<file path="src/rtl/vga_timing_gen_pkg.sv">
// Shared VGA 640x480@60 timing constants and helpers.
// The display controller and colour stage import the same blanking bounds,
// so every block agrees on where the visible window and sync pulses sit.
package vga_timing_gen_pkg;

   localparam int COORD_W  = 10;   // pixel coordinate width
   localparam int CNT_W    = 6;    // frame-counter width for blink signals

   localparam int H_VIS    = 640;
   localparam int V_VIS    = 480;
   localparam int H_TOT    = 800;
   localparam int V_TOT    = 525;
   localparam int HS_START = 656;
   localparam int HS_END   = 751;
   localparam int VS_START = 490;
   localparam int VS_END   = 491;

   typedef logic [COORD_W-1:0] coord_t;

   // Inclusive range test used for the sync windows.
   function automatic logic in_range(input coord_t v, input int lo, input int hi);
      return (int'(v) >= lo) && (int'(v) <= hi);
   endfunction

endpackage

</file>
<file path="src/rtl/vga_timing_gen_frame_toggle.sv">
// frame_toggle: divides a one-clk tick stream by N and toggles q each time
// N ticks have been seen (q half-period = N ticks).
// Ports:
//   clk   - system clock
//   rst_n - asynchronous active-low reset
//   tick  - one-clk strobe, one per frame
//   q     - toggle output, 0 after reset
module frame_toggle
   import vga_timing_gen_pkg::*;
#(
   parameter int N = 4
) (
   input  logic clk,
   input  logic rst_n,
   input  logic tick,
   output logic q
);

   localparam logic [CNT_W-1:0] CNT_LAST = CNT_W'(N - 1);

   logic [CNT_W-1:0] cnt_reg;
   logic             q_reg;

   always_ff @(posedge clk or negedge rst_n) begin
      if (!rst_n) begin
         cnt_reg <= '0;
         q_reg   <= 1'b0;
      end else if (tick) begin
         if (cnt_reg == CNT_LAST) begin
            cnt_reg <= '0;
            q_reg   <= ~q_reg;
         end else begin
            cnt_reg <= cnt_reg + 1'b1;
         end
      end
   end

   assign q = q_reg;

endmodule

</file>
<file path="src/rtl/vga_timing_gen.sv">
// vga_timing_gen: 640x480@60 raster timing plus frame-synchronous blink
// signals for the Pong display path.
// Ports:
//   clk        - system clock
//   rst_n      - asynchronous active-low reset
//   xpix/ypix  - current pixel column/line (10-bit)
//   hsync      - horizontal sync, active-low
//   vsync      - vertical sync, active-low
//   video_on   - high inside the visible window
//   pix_en     - one-clk pixel-advance strobe every PIX_DIV clocks
//   frame_tick - one-clk pulse on the (last,last)->(0,0) wrap
//   gmv_flash  - toggles every FLASH_FRAMES frames
//   flick      - toggles every FLICK_FRAMES frames
module vga_timing_gen
   import vga_timing_gen_pkg::*;
#(
   parameter int PIX_DIV      = 1,
   parameter int H_VIS        = 640,
   parameter int H_FP         = 16,
   parameter int H_SYNC       = 96,
   parameter int H_BP         = 48,
   parameter int V_VIS        = 480,
   parameter int V_FP         = 10,
   parameter int V_SYNC       = 2,
   parameter int V_BP         = 33,
   parameter int FLASH_FRAMES = 30,
   parameter int FLICK_FRAMES = 4
) (
   input  logic         clk,
   input  logic         rst_n,
   output logic [9:0]   xpix,
   output logic [9:0]   ypix,
   output logic         hsync,
   output logic         vsync,
   output logic         video_on,
   output logic         pix_en,
   output logic         frame_tick,
   output logic         gmv_flash,
   output logic         flick
);

   localparam int H_TOTAL  = H_VIS + H_FP + H_SYNC + H_BP;
   localparam int V_TOTAL  = V_VIS + V_FP + V_SYNC + V_BP;
   localparam int HS_FIRST = H_VIS + H_FP;
   localparam int HS_LAST  = HS_FIRST + H_SYNC - 1;
   localparam int VS_FIRST = V_VIS + V_FP;
   localparam int VS_LAST  = VS_FIRST + V_SYNC - 1;

   // A 1-bit divider is kept even for PIX_DIV=1 so widths stay legal.
   localparam int DIV_W = (PIX_DIV > 1) ? $clog2(PIX_DIV) : 1;
   localparam logic [DIV_W-1:0] DIV_LAST = DIV_W'(PIX_DIV - 1);
   localparam coord_t X_LAST = COORD_W'(H_TOTAL - 1);
   localparam coord_t Y_LAST = COORD_W'(V_TOTAL - 1);

   logic [DIV_W-1:0] div_reg, div_next;
   logic             pix_en_reg;
   coord_t           x_reg, x_next;
   coord_t           y_reg, y_next;
   logic             hsync_reg, vsync_reg, video_on_reg, frame_tick_reg;
   logic             frame_wrap;

   always_comb begin
      div_next   = (div_reg == DIV_LAST) ? '0 : div_reg + 1'b1;
      x_next     = x_reg;
      y_next     = y_reg;
      frame_wrap = 1'b0;
      if (pix_en_reg) begin
         if (x_reg == X_LAST) begin
            x_next = '0;
            if (y_reg == Y_LAST) begin
               y_next     = '0;
               frame_wrap = 1'b1;
            end else begin
               y_next = y_reg + 1'b1;
            end
         end else begin
            x_next = x_reg + 1'b1;
         end
      end
   end

   // Sync and video_on are decoded from the next coordinates so they land in
   // the same edge as the counters (zero relative latency). They only load on
   // pixel advances, which is what leaves pixel (0,0) blanked after reset.
   always_ff @(posedge clk or negedge rst_n) begin
      if (!rst_n) begin
         div_reg        <= '0;
         pix_en_reg     <= 1'b0;
         x_reg          <= '0;
         y_reg          <= '0;
         hsync_reg      <= 1'b1;
         vsync_reg      <= 1'b1;
         video_on_reg   <= 1'b0;
         frame_tick_reg <= 1'b0;
      end else begin
         div_reg        <= div_next;
         pix_en_reg     <= (div_next == DIV_LAST);
         frame_tick_reg <= frame_wrap;
         if (pix_en_reg) begin
            x_reg        <= x_next;
            y_reg        <= y_next;
            hsync_reg    <= ~in_range(x_next, HS_FIRST, HS_LAST);
            vsync_reg    <= ~in_range(y_next, VS_FIRST, VS_LAST);
            video_on_reg <= (int'(x_next) < H_VIS) && (int'(y_next) < V_VIS);
         end
      end
   end

   // Blink toggles are driven by the wrap strobe itself so they change in the
   // very clk where frame_tick rises, never inside a visible frame.
   frame_toggle #(.N(FLASH_FRAMES)) u_flash (
      .clk   (clk),
      .rst_n (rst_n),
      .tick  (frame_wrap),
      .q     (gmv_flash)
   );

   frame_toggle #(.N(FLICK_FRAMES)) u_flick (
      .clk   (clk),
      .rst_n (rst_n),
      .tick  (frame_wrap),
      .q     (flick)
   );

   assign xpix       = x_reg;
   assign ypix       = y_reg;
   assign hsync      = hsync_reg;
   assign vsync      = vsync_reg;
   assign video_on   = video_on_reg;
   assign pix_en     = pix_en_reg;
   assign frame_tick = frame_tick_reg;

endmodule
</file>
<file path="config.mk">
export PLATFORM = sky130hd
export DESIGN_NAME = vga_timing_gen
export DESIGN_NICKNAME = d
export VERILOG_FILES = /design/src/rtl/vga_timing_gen_pkg.sv /design/src/rtl/vga_timing_gen_frame_toggle.sv /design/src/rtl/vga_timing_gen.sv
export SDC_FILE = /design/constraint.sdc
export NUM_CORES = 1
export LEC_CHECK = 0
export CORE_UTILIZATION = 50
export DETAILED_ROUTE_END_ITERATION = 12
export HOLD_SLACK_MARGIN = 0.02
export PLACE_DENSITY = 0.77
export SLEW_MARGIN = 20
export SYNTH_ARGS = -nofsm -noshare
export SYNTH_HDL_FRONTEND = slang
export SYNTH_SLANG_ARGS = --single-unit
</file>
<file path="constraint.sdc">
create_clock -name clk -period 3.45 [get_ports clk]
set_input_delay 0.8625 -clock clk [delete_from_list [all_inputs] [get_ports clk]]
set_output_delay 0.8625 -clock clk [all_outputs]
set_load 0.05 [all_outputs]
</file>
==> summary.md, run 1 <==
| Metric | Value |
|---|---|
| Status | completed |
| Buffer and inverter count on the worst path | 0 |
| H-Tree Level Count | 2 |
| Part of the power in registers | 48.1% |
| Die Footprint | approximately 0.0042 mm^2 |
| Clock buffer count from CTS | 5 |
| Drt first pass iters | 4 |
| Cell type of the slowest stage on the worst timing path | dfrtp_1 |
| Largest net degree at the start of global routing | 40 |
| Maximum clock frequency | between 0.3 and 0.4 GHz |
| Total length of routed met3 wires | between 150 and 200 um |
| Setup repair after global routing missed its margin | no |
| Category of the worst setup path capture point | flop |
| Vias | between 1500 and 2000 |
| Post-cts resize count | 0 |
| Worst-path cell chain | nand2_1 > or4_4 > or4_4 > a211oi_1 > and4_1 > a41oi_1 |
| Async set-or-reset flop fraction in the synthesized netlist | 100% |
| Core box area | approximately 0.0037 mm^2 |
| Port Buffers | 28 |
| Worst-Skew Late Latency | 0.29 ns |
| Kind of cell adding the most delay to the critical path | simple AND/OR/NAND/NOR gates |
| Placed instance area | about 0.0023 mm^2 |
| Net Count, Synth | ~200 |
| Buffer type at the clock tree root | clkbuf_8 |
| Area of the mapped netlist | a little under 0.002 mm^2 |
| Setup Crit Path Kind | flop to flop |
| Int Power | ~0.00074 W |
| Top sig layer | met4 |
| Die Span X | between 60 and 70 um |
| Commonest register cell after synthesis | dfrtp_1 |
| Worst-case clock skew | 0.0130 ns |
| Post-DR vias/cell | between 5 and 6 |
| # Max-Cap Violations | 0 |
| Final cycle utilization of the critical path | roughly four fifths |
| Cts hold-fix bufs | 0 |
| Max Fanout on Critical Path | 14 |
| Final worst path period need | 2.76 ns |
| Number of nets with antenna violations after detailed routing | 0 |
| First-pass GRT wire length | 6560 um |
| Clock tree sinks | 39 |
| CTS tree | yes |
| Total power per unit cell area | between 400 and 500 mW/mm^2 |
| Standby leakage power | 1.03 nW |
| Combinational cell fraction of total power | 26.3% |
| Switching power | slightly below 0.0004 W |
| Max-slew violation total from the final report | 0 |
| Post-DP HPWL | 2610 um |
| Initial core utilization | a little over half |
| Share of layout cells above drive strength 1 | 6.99% |
| Number of enable flip-flop cells after synthesis | 0 |
| Number of setup buffers added after CTS | 0 |
| Average wire per cell in the routed design | 13.8 um |
| Area growth from synthesis to layout | 20.1% |
| First DRT Iteration DRCs | about 110 |
| Fraction of power spent switching nets | 35.1% |
| Number of global-route vias before repair | 1404 |
| Total track usage | about 21% |
| Clock Path Buffers | 2 |
| Dominant cell type by count on the critical path | or4_4 |
| Worst slew slack as a fraction of its limit | between 40% and 50% |
| Filler instances | 308 |
| Number of antenna violations at the first check in global routing | 0 |
| Leading cell type in the layout, fill and taps excluded | dfrtp_1 |
| Clock Pin Slew Worst Setup and Hold Paths | about 0.070 ns |
| VDD IR max | around 0.29 mV |
| Final count of hold timing violations | 0 |
| Synth warnings | 0 |
| Worst-case hold slack | about 0.47 ns |
| Fin nets | around 240 |
| Worst endpoint data arrival time | around 2.9 ns |
| Slew of the pin with the lowest slew margin | about 0.85 ns |
| Worst setup SP type | flop |
| Final core occ | between 60% and 70% |
| Instance count of the mapped netlist | 198 |
| Commonest non-fill, non-tap cells in the layout | dfrtp_1, clkdlybuf4s50_1, nand2_1, o21ai_0, nor3_1 |
| Post-route setup TNS | 0 ns |
| Row count | 22 |
| Final number of setup-violating endpoints | 0 |
| Largest stage delay, worst path | between 0.6 and 0.7 ns |
| Number of remaining DRC errors | 0 |
| Synthesized area divided by synthesized cell count | ~10 um^2 |
| Die boundary height | ~65 um |
| Flops & latches, synth | 39 |
| Global route overflow | 0 |
| Clock power frac | between 20% and 30% |
| I/O pin total | 29 |
| Total routed wire length on the met1 layer | 1790 um |
| Global placement routability congestion | a little under 0.8 |
| Count of inserted antenna diode cells | 0 |
| HP Class | flop to flop |
| CP required | 3.63 ns |
| Fraction of the yosys area taken by sequential cells | about half |
| Overall routed net length | 3810 um |
| Routed wl met2 | 1780 um |
| Number of different library cells in the post-synthesis netlist | 45 |
| Design area | 0.00235 mm^2 |
[power by group through the flow]
stage / logic (W) / registers, W / clock network (W)
after floorplan: 0.0000857 / 0.000665 / 0
after global placement: 0.000299 / 0.000552 / 0
after detailed placement: 0.000300 / 0.000554 / 0
after CTS: 0.000301 / 0.000545 / 0.000299
after global routing: 0.000319 / 0.000553 / 0.000325
final: 0.000299 / 0.000545 / 0.000290
[kinds of logic (layout without fill, tap and decap cells)]
logic type	Yosys count	count (layout)	synth area share, %
and+or+nand+nor	88	88	24.4
DFF	39	39	49.9
other	1	1	0.191
buffers and inverters	14	45	3.06
AOI/OAI and AO/OA	33	33	10.7
muxes	2	2	1.15
xor gates and xnor gates	15	15	6.71
adders and majority gates	6	6	3.83
[final timing paths]
kind | startpoint | to | cells after the start | slack [ns]
setup / recovery | pix_en | vsync | 6 | 0.69
hold / removal | u_flash.q | u_flash.q | 1 | 0.47
setup reg to reg | pix_en | vsync | 6 | 0.69
hold reg to reg | u_flash.q | u_flash.q | 1 | 0.47
max in group asynchronous | rst_n | xpix[3] | 1 | 2.22
min in group asynchronous | rst_n | xpix[4] | 1 | 0.68
[metal layers]
layer | track usage (%) | up-vias
met5 | 0 | -
met1 | 28.5 | 756
met4 | 9.72 | 0
met2 | 30.3 | 49
met3 | 5.99 | 9
li1 | - | 763
[cell usage after synthesis (all sizes together) (2+ instances only)]
cell type / count / area (um^2)
a21o: 3 / 22.5
a21oi: 4 / 20.0
and3: 2 / 12.5
and4: 2 / 17.5
buf: 2 / 15.0
clkbuf: 4 / 15.0
dfrtp: 37 / 926
dfstp: 2 / 52.6
ha: 6 / 75.1
inv: 8 / 30.0
mux2: 2 / 22.5
nand2: 25 / 93.8
nand2b: 2 / 12.5
nand3: 11 / 55.1
nand4: 6 / 37.5
nor2: 12 / 45.0
nor2b: 2 / 12.5
nor3: 13 / 65.1
nor4: 3 / 25.0
o21ai: 13 / 65.1
o22ai: 2 / 12.5
or3: 2 / 12.5
or4: 2 / 22.5
xnor2: 9 / 78.8
xor2: 6 / 52.6
[cell type report]
| cell class | count | area, um^2 | share of cell area [%] |
|---|---|---|---|
| well taps | 48 | 60.1 | 2.55 |
| multi-input cells | 145 | 921 | 39.1 |
| flip-flops and latches | 39 | 978 | 41.6 |
| clock buffers | 8 | 80.1 | 3.40 |
| inverters | 8 | 30.0 | 1.28 |
| repair buffers | 29 | 283 | 12.0 |
[stage by stage]
step,instances,worst slack [ns],power [W]
after floorplan,198,0.583,0.000751
after global placement,269,0.702,0.000851
after detailed placement,269,0.700,0.000854
after CTS,277,0.682,0.00115
after global routing,277,0.475,0.00120
final,277,0.691,0.00113
Power figures use the tool's default switching activity.
==> run 2: changes to the inputs <==
==> constraint.sdc (replaced) <==
create_clock -name clk -period 2.55 [get_ports clk]
set_input_delay 0.6375 -clock clk [delete_from_list [all_inputs] [get_ports clk]]
set_output_delay 0.6375 -clock clk [all_outputs]
set_load 0.05 [all_outputs]
==> run 2 against run 1 <==
First-iteration DRC count fell by 20%. Critical path type is now flop to primary output. Sequential power rose by 38%. Total power rose by 46%. Flip-flop and latch count did not move. Worst setup slack got worse by 0.48 ns. Global-route usage rose by 0.56 points. Non-clock buffer count rose by 5. Clock power rose by 59%.
==> summary.md, run 2 (synthesis results as in run 1) <==
| Metric | Value |
|---|---|
| Status | completed |
| I/O pin total | 29 |
| Worst R2R End | video_on |
| Maximum clock frequency | 0.427 GHz |
| Number of nets with antenna violations after detailed routing | 0 |
| Number of remaining DRC errors | 0 |
| VDD IR max | roughly 0.43 mV |
| Total length of routed met3 wires | 149 um |
| Setup Crit Path Kind | flop to primary output |
| Leading cell type in the layout, fill and taps excluded | clkdlybuf4s50_1 |
| Count of inserted antenna diode cells | 0 |
| Int Power | around 0.0011 W |
| Die Span X | roughly 65 um |
| Total routed wire length on the met1 layer | roughly 1800 um |
| Post-DP HPWL | around 2800 um |
| Global route overflow | 0 |
| Startpoint of the lowest-slack register-to-register path | xpix[1] |
| Clock Path Buffers | 2 |
| Worst slew slack as a fraction of its limit | 60.4% |
| CP required | between 1.5 and 2 ns |
| Overall routed net length | just under 4000 um |
| Final cycle utilization of the critical path | between 90% and 100% |
| Final worst path period need | 2.34 ns |
| Final core occ | roughly 66% |
| Post-DR vias/cell | approximately 5.7 |
| Number of setup buffers added after CTS | 0 |
| Die boundary height | 64.6 um |
| Row count | 22 |
| Die Footprint | about 0.0042 mm^2 |
| Standby leakage power | 1.06 nW |
| Average wire per cell in the routed design | around 14 um |
| Max-slew violation total from the final report | 0 |
| Buffer type at the clock tree root | clkbuf_8 |
| Area growth from synthesis to layout | 25.0% |
| CTS tree | yes |
| Core box area | approximately 0.0037 mm^2 |
| Cts hold-fix bufs | 0 |
| Register-to-register path setup slack | 0.25 ns |
| Fraction of power spent switching nets | 34.6% |
| Worst-Skew Late Latency | 0.29 ns |
| Number of antenna violations at the first check in global routing | 0 |
| Worst endpoint data arrival time | about 1.7 ns |
| Final count of hold timing violations | 0 |
| Clock tree sinks | 39 |
| Vias | about 1600 |
| Number of global-route vias before repair | about 1500 |
| Initial core utilization | a little over half |
| # Max-Cap Violations | 0 |
| Final number of setup-violating endpoints | 0 |
| First DRT Iteration DRCs | between 80 and 90 |
| Fin nets | approximately 240 |
| Slew of the pin with the lowest slew margin | roughly 0.59 ns |
| Part of the power in registers | 45.5% |
| Total power per unit cell area | about 680 mW/mm^2 |
| Clock power frac | between 20% and 30% |
| Clock buffer count from CTS | 5 |
| Design area | approximately 0.0024 mm^2 |
| Worst-case hold slack | about 0.34 ns |
| Post-route setup TNS | 0 ns |
| Placed instance area | between 0.002 and 0.0025 mm^2 |
| Worst-case clock skew | 0.00811 ns |
| Largest net degree at the start of global routing | 28 |
| Category of the worst setup path capture point | primary output |
| Worst Reg2Reg Path Length in Cells | 7 |
| Global placement routability congestion | 0.798 |
| Port Buffers | 28 |
| Drt first pass iters | 4 |
| Commonest non-fill, non-tap cells in the layout | clkdlybuf4s50_1, dfrtp_1, nand2_1, o21ai_0, nor3_1 |
| First-pass GRT wire length | ~6700 um |
| HP Class | input port to asynchronous set/reset pin |
| Top sig layer | met4 |
| Clock Pin Slew Worst Setup and Hold Paths | around 0.08 ns |
| Total track usage | 21.3% |
| Worst setup SP type | flop |
| H-Tree Level Count | 2 |
| Setup repair after global routing missed its margin | no |
| Share of layout cells above drive strength 1 | ~16% |
| Routed wl met2 | approximately 1900 um |
| Post-cts resize count | 0 |
| Combinational cell fraction of total power | around a quarter |
| Filler instances | between 300 and 400 |
| Max Fanout on Critical Path | 13 |
| Switching power | approximately 0.00057 W |
run 2: metal layers:
metal | up-vias | global-route usage, %
met5 | - | 0
met4 | 0 | 5.83
met3 | 6 | 5.81
met2 | 40 | 34.9
met1 | 776 | 27.9
li1 | 772 | -
run 2: area by class of cell:
type                    count  area [um^2]  share of cell area (%)
flip-flops and latches     39          992                    40.5
repair buffers             34          320                    13.1
multi-input cells         145          946                    38.6
well taps                  48         60.1                    2.45
inverters                   8         30.0                    1.23
clock buffers               8          100                    4.09
run 2: worst max path at each step:
stage,startpoint,to,slack [ns]
6_report,pix_en,pix_en,0.21
4_1_cts,pix_en,pix_en,0.19
3_5_place_dp,xpix[7],video_on,0.26
3_3_place_gp,xpix[7],vsync,0.30
2_1_floorplan,xpix[0],video_on,0.08
5_1_grt,xpix[1],vsync,0.08
run 2: through the flow:
stage	std cells	total power [W]	worst slack, ns
after detailed placement	274	0.00121	0.257
after global placement	274	0.00120	0.298
after global routing	282	0.00174	0.0841
after floorplan	198	0.00105	0.0782
after CTS	282	0.00167	0.194
final	282	0.00166	0.207
run 2: critical path: stages (launching register included):
cell	delay (ns)
dfrtp_2	0.39
buf_4	0.20
clkdlybuf4s50_1	0.82
run 2: power by group through the flow:
stage / Clock, W / Sequential [W] / Combinational [W]
floorplan: 0 / 0.000918 / 0.000132
detailed placement: 0 / 0.000765 / 0.000446
global placement: 0 / 0.000761 / 0.000438
global route: 0.000501 / 0.000763 / 0.000473
finish: 0.000460 / 0.000752 / 0.000442
CTS: 0.000472 / 0.000752 / 0.000447
